$ cat src/rtl/pp_sequencer_if.sv
// Command channel into the ping-pong sequencer: valid/ready handshake plus
// the opcode, prescaler divisor and bounce target that travel with it.
interface pp_sequencer_if #(
    parameter int unsigned DIV_W = 8,
    parameter int unsigned BNC_W = 4
);
    logic             cmd_valid;
    logic             cmd_ready;
    logic [1:0]       cmd_op;
    logic [DIV_W-1:0] cmd_div;
    logic [BNC_W-1:0] cmd_bounces;

    modport master (
        output cmd_valid, cmd_op, cmd_div, cmd_bounces,
        input  cmd_ready
    );

    modport slave (
        input  cmd_valid, cmd_op, cmd_div, cmd_bounces,
        output cmd_ready
    );
endinterface

$ cat src/rtl/pp_sequencer.sv
// Command-driven controller for the 4-bit ping-pong counter: prescaled RUN,
// single STEP pulses, STOP, and auto-stop after a target number of bounces.
module pp_sequencer #(
    parameter int unsigned DIV_W = 8,
    parameter int unsigned BNC_W = 4
) (
    input  logic             clk,
    input  logic             rst_n,
    pp_sequencer_if.slave    cmd,
    input  logic             cnt_dir,
    input  logic [3:0]       cnt_out,
    output logic             cnt_enable,
    output logic             busy,
    output logic             done,
    output logic [BNC_W-1:0] bounce_cnt
);
    typedef enum logic [1:0] {
        ST_IDLE = 2'd0,
        ST_RUN  = 2'd1,
        ST_STEP = 2'd2,
        ST_DONE = 2'd3
    } state_e;

    typedef enum logic [1:0] {
        OP_NOP  = 2'd0,
        OP_RUN  = 2'd1,
        OP_STEP = 2'd2,
        OP_STOP = 2'd3
    } op_e;

    state_e           state_q, state_d;
    logic [DIV_W-1:0] presc_q, presc_d;
    logic [DIV_W-1:0] div_q, div_d;
    logic [BNC_W-1:0] tgt_q, tgt_d;
    logic [BNC_W-1:0] bcnt_q, bcnt_d;

    op_e              op;
    logic             accept;
    logic             bounce;
    logic             tgt_hit;
    logic [BNC_W-1:0] bcnt_inc;

    // State register and datapath registers, synchronous active-low reset
    always_ff @(posedge clk) begin
        if (!rst_n) begin
            state_q <= ST_IDLE;
            presc_q <= '0;
            div_q   <= '0;
            tgt_q   <= '0;
            bcnt_q  <= '0;
        end else begin
            state_q <= state_d;
            presc_q <= presc_d;
            div_q   <= div_d;
            tgt_q   <= tgt_d;
            bcnt_q  <= bcnt_d;
        end
    end

    assign cmd.cmd_ready = (state_q == ST_IDLE) || (state_q == ST_RUN);
    assign bounce_cnt    = bcnt_q;

    // Next-state, datapath update and decoded outputs
    always_comb begin
        state_d    = state_q;
        presc_d    = presc_q;
        div_d      = div_q;
        tgt_d      = tgt_q;
        bcnt_d     = bcnt_q;
        cnt_enable = 1'b0;
        busy       = (state_q != ST_IDLE);
        done       = 1'b0;

        op       = op_e'(cmd.cmd_op);
        accept   = cmd.cmd_valid && cmd.cmd_ready;
        bcnt_inc = bcnt_q + BNC_W'(1);

        case (state_q)
            ST_RUN:  cnt_enable = (presc_q == div_q);
            ST_STEP: cnt_enable = 1'b1;
            default: cnt_enable = 1'b0;
        endcase

        // A bounce is the enable edge that makes the counter reverse
        bounce  = cnt_enable &&
                  ((cnt_dir && (cnt_out == 4'd15)) || (!cnt_dir && (cnt_out == 4'd0)));
        tgt_hit = bounce && (tgt_q != '0) && (bcnt_inc == tgt_q);
        if (bounce) begin
            bcnt_d = bcnt_inc;
        end

        case (state_q)
            ST_IDLE: begin
                if (accept && (op == OP_RUN)) begin
                    div_d   = DIV_W'(cmd.cmd_div);
                    tgt_d   = BNC_W'(cmd.cmd_bounces);
                    bcnt_d  = '0;
                    presc_d = '0;
                    state_d = ST_RUN;
                end else if (accept && (op == OP_STEP)) begin
                    state_d = ST_STEP;
                end
            end
            ST_RUN: begin
                presc_d = (presc_q == div_q) ? '0 : presc_q + DIV_W'(1);
                // Reaching the bounce target wins over a simultaneous STOP
                if (tgt_hit) begin
                    state_d = ST_DONE;
                end else if (accept && (op == OP_STOP)) begin
                    state_d = ST_IDLE;
                end
            end
            ST_STEP: begin
                state_d = ST_IDLE;
            end
            ST_DONE: begin
                done    = 1'b1;
                state_d = ST_IDLE;
            end
            default: begin
                state_d = ST_IDLE;
            end
        endcase

        if (state_d != ST_RUN) begin
            presc_d = '0;
        end
    end
endmodule

$ cat src/flat_wrapper.sv
// flat-port wrapper written by rule: the top's interface ports become plain ports
module pp_sequencer_flat 
#(
    parameter int unsigned DIV_W = 8,
    parameter int unsigned BNC_W = 4
)
  (clk, rst_n, cnt_dir, cnt_out, cnt_enable, busy, done, bounce_cnt, cmd_cmd_valid, cmd_cmd_op, cmd_cmd_div, cmd_cmd_bounces, cmd_cmd_ready);
  pp_sequencer_if #(.DIV_W(DIV_W), .BNC_W(BNC_W)) cmd_i ();
  input  logic clk;
  input  logic rst_n;
  input  logic cnt_dir;
  input  logic [3:0] cnt_out;
  output logic cnt_enable;
  output logic busy;
  output logic done;
  output logic [BNC_W-1:0] bounce_cnt;
  input wire logic [$bits(cmd_i.cmd_valid)-1:0] cmd_cmd_valid;
  input wire logic [$bits(cmd_i.cmd_op)-1:0] cmd_cmd_op;
  input wire logic [$bits(cmd_i.cmd_div)-1:0] cmd_cmd_div;
  input wire logic [$bits(cmd_i.cmd_bounces)-1:0] cmd_cmd_bounces;
  output wire logic [$bits(cmd_i.cmd_ready)-1:0] cmd_cmd_ready;
  assign cmd_i.cmd_valid = cmd_cmd_valid;
  assign cmd_i.cmd_op = cmd_cmd_op;
  assign cmd_i.cmd_div = cmd_cmd_div;
  assign cmd_i.cmd_bounces = cmd_cmd_bounces;
  assign cmd_cmd_ready = cmd_i.cmd_ready;
  pp_sequencer #(.DIV_W(DIV_W), .BNC_W(BNC_W)) u_core (.clk(clk), .rst_n(rst_n), .cmd(cmd_i), .cnt_dir(cnt_dir), .cnt_out(cnt_out), .cnt_enable(cnt_enable), .busy(busy), .done(done), .bounce_cnt(bounce_cnt));
endmodule
$ cat config.mk
export PLATFORM = sky130hd
export DESIGN_NAME = pp_sequencer_flat
export DESIGN_NICKNAME = d
export VERILOG_FILES = /design/src/rtl/pp_sequencer_if.sv /design/src/rtl/pp_sequencer.sv /design/src/flat_wrapper.sv
export SDC_FILE = /design/constraint.sdc
export NUM_CORES = 1
export LEC_CHECK = 0
export BUFFER_PORTS_ARGS = -buffer_cell sky130_fd_sc_hd__clkbuf_2
export CAP_MARGIN = 20
export CELL_PAD_IN_SITES_DETAIL_PLACEMENT = 1
export CELL_PAD_IN_SITES_GLOBAL_PLACEMENT = 2
export CORE_MARGIN = 3
export CORE_UTILIZATION = 25
export DETAILED_ROUTE_END_ITERATION = 16
export GPL_TIMING_DRIVEN = 0
export PLACE_DENSITY = 0.7
export SETUP_SLACK_MARGIN = 0.1
export SYNTH_ARGS = -nofsm -noshare
export SYNTH_HDL_FRONTEND = slang
export SYNTH_SLANG_ARGS = --single-unit
$ cat constraint.sdc
create_clock -name clk -period 5.5 [get_ports clk]
set_clock_uncertainty 0.05 [all_clocks]
set_input_delay 1.1 -clock clk [delete_from_list [all_inputs] [get_ports clk]]
set_output_delay 1.1 -clock clk [all_outputs]
set_load 0.02 [all_outputs]
==> run metrics <==
status=finished clean; final setup fails=0; Syn Area/Cell=8.24 um^2; achievable clock frequency=0.338 GHz; Post-DRT Antenna Nets=0; Hold Path Class=reg2reg; maximum vdd drop=0.0000966 V; Max-Cap Viols=0; worst-margin pin slew=0.630 ns; number of core rows=27; htree depth=1; Hold Worst Slack=0.433 ns; GR Overflow Total=0; xor/xnor cell area share of the yosys netlist=8.52%; Post-Synthesis Cell Area=1540 um^2; share of synthesized registers carrying an async set or reset=0%; Slew headroom=58.0%; Top Family by Delay on Critical Path=simple AND/OR/NAND/NOR gates; simple-gate area share of the yosys netlist=22.2%; GPL Wtd Cong=0.708; setup ws final=2.54 ns; DR DRC count=0; # resized after CTS=0; GR Util met1=16.5%; Synth Flop Type=dfxtp_1; Post-Synth Adder-Cell Area=4.87%; Leakage=0.708 nW; Post-synth EDFFs=0; critical path's slowest cell=dfxtp_1; main combinational cell family by area after synthesis=compound AO/OA/AOI/OAI gates; count leader, synth=nand2_1; Die Span X=84.5 um; mux share of post-synthesis cell area=1.95%; Tmin final=2.96 ns; ant diodes=0; top-area cell type share of the netlist area=33.8%; pwr/cell area=223 nW/um^2; sum of negative setup slack=0 ns; worst-case clock buffer depth=2; CTS Buf Count=3; CTS Hold Bufs=0; Max Slew Vio Count=0; YS warnings=0; initial antenna violation count=0; Core Region=5740 um^2; Compound-Gate Fraction of Synth Area=25.7%; Final Hold Fails=0; Yosys top cell by area=dfxtp_1; Critical Path Start Type=flip-flop; Slowest Stage Delay on Critical Path=0.32 ns; TritonCTS clock tree=built; global routing's busiest layer=met2; number of port buffers=29; clock-pin transition on the worst setup and hold timing paths=0.11 ns; die area=7140 um^2; first-pass GRT wire length=6.82 mm; routed wire length=4.02 mm; root buffer cell=clkbuf_8; Mapped Nets=215; top post-synthesis cells by count=nand2_1 (38), dfxtp_1 (26), xnor2_1 (14); routed len/inst=13.8 um; CTS sink count=26; Clock Latency Late Sink=0.28 ns; synthesized instance count=187; Synth cell types=40; CP endpoint kind=primary output; Final period util=53.7%; Initial DRT Pass Iterations=4; hpwl dp=3.14 mm; Die H=84.5 um; data arrival time of the worst path=1.81 ns; CP bufs+invs=2; FILL cells=724; gr usage total=11.6%; Setup CP Type=reg2out; Layout area overhead=19.9%; Initial Utilization=26.8%; routed vias/inst=4.83; total number of vias=1411; GR Layer Usage met2=18.3%; Worst Path Required=4.35 ns; postcts setup bufs=0; boundary pin count=30; largest net degree at the start of global routing=16; Place WS=2.48 ns; post-synthesis sequential area ratio=33.8%; dominant cells by area after synthesis=dfxtp_1 (34%), nand2_1 (9.3%), xnor2_1 (8.0%); peak fanout along the critical path=7; Final nets=249; starting DRC count in detailed routing=67; share of cells above drive strength 1=18.2%; total power=0.413 mW; GR met3 Demand/Resource=1.96%; vias in the first global route=1367; final std cells w/o fill=292; Critical Path, Cell by Cell=clkbuf_1 -> xnor2_1 -> nand4_1 -> nor2_1 -> a21oi_1 -> nor2b_1 -> clkbuf_2; RSZ-0062 raised after global routing=false; Placed Instances=288; Yosys reg bits=26
==> cells in the final DEF, fill, tap and decap left out, types with 6 or more instances in the layout <==
cell      count
clkbuf_2     29
nor2_1        7
nand3_1       7
xnor2_1      14
a21boi_0     12
nand2_1      38
dfxtp_1      26
a21oi_1       8
a211oi_1      6
o21ai_0       6
ha_1          6
==> worst reg2reg max path: stages, from the launching register on <==
cell	delay, ns
dfxtp_1	0.45
inv_1	0.11
ha_1	0.18
clkbuf_1	0.20
and4b_1	0.29
a21oi_1	0.52
o2bb2a_1	0.30
a211oi_1	0.21
==> worst paths after layout <==
check	startpoint	end	slack, ns	cells after the start
worst min-delay path	u_core.div_q[6]$_SDFFE_PN0P_	u_core.div_q[6]$_SDFFE_PN0P_	0.43	2
worst max register to register	u_core.state_q[1]$_SDFF_PN0_	u_core.presc_q[7]$_SDFFE_PP0P_	3.13	7
worst max-delay path	u_core.presc_q[4]$_SDFFE_PP0P_	cnt_enable	2.54	7
worst min register to register	u_core.div_q[6]$_SDFFE_PN0P_	u_core.div_q[6]$_SDFFE_PN0P_	0.43	2
==> routing by layer <==
metal  up-vias  share of wire, %
met4         0              0.62
li1        737                 -
met3         2               2.9
met1       652                51
met2        20                45
met5         -                 0
==> state kept, by name (all words and copies together), names as in the netlist <==
register / count
u_core.bounce_cnt: 4
u_core.presc_q: 8
u_core.div_q: 8
u_core.tgt_q: 4
u_core.state_q: 2
==> logic make-up (layout without fill, tap and decap cells) <==
group / count (synthesis) / count (layout)
XOR/XNOR: 15 / 15
AND/OR/NAND/NOR: 73 / 73
flip-flops: 26 / 26
AO/OA/AOI/OAI: 52 / 52
adder cells (fa/ha/maj): 6 / 6
buffers and inverters: 12 / 45
multiplexers: 3 / 3
==> report_power, final <==
part	leakage [nW]	internal, mW	switching [mW]
combinational	0.462	0.0206	0.0319
clock	0.0357	0.0975	0.0678
sequential	0.210	0.192	0.00315
total	0.708	0.310	0.103
==> metrics by stage <==
stage | util (%) | area (um^2)
6_report | 32.2 | 1850
5_1_grt | 32.2 | 1850
4_1_cts | 32.2 | 1850
3_5_place_dp | 30.9 | 1780
3_3_place_gp | 30.9 | 1780
2_1_floorplan | - | 1540
==> area by class of cell <==
class,count,area [um^2],area share [%]
plain buffers,7,27.5,1.49
clock buffers,3,41.3,2.23
clock inverters,1,30.0,1.62
inverters,5,18.8,1.02
multi-input cells,149,975,52.7
flip-flops and latches,26,520,28.2
well taps,72,90.1,4.87
repair buffers,29,145,7.85
Power figures use the tool's default switching activity.
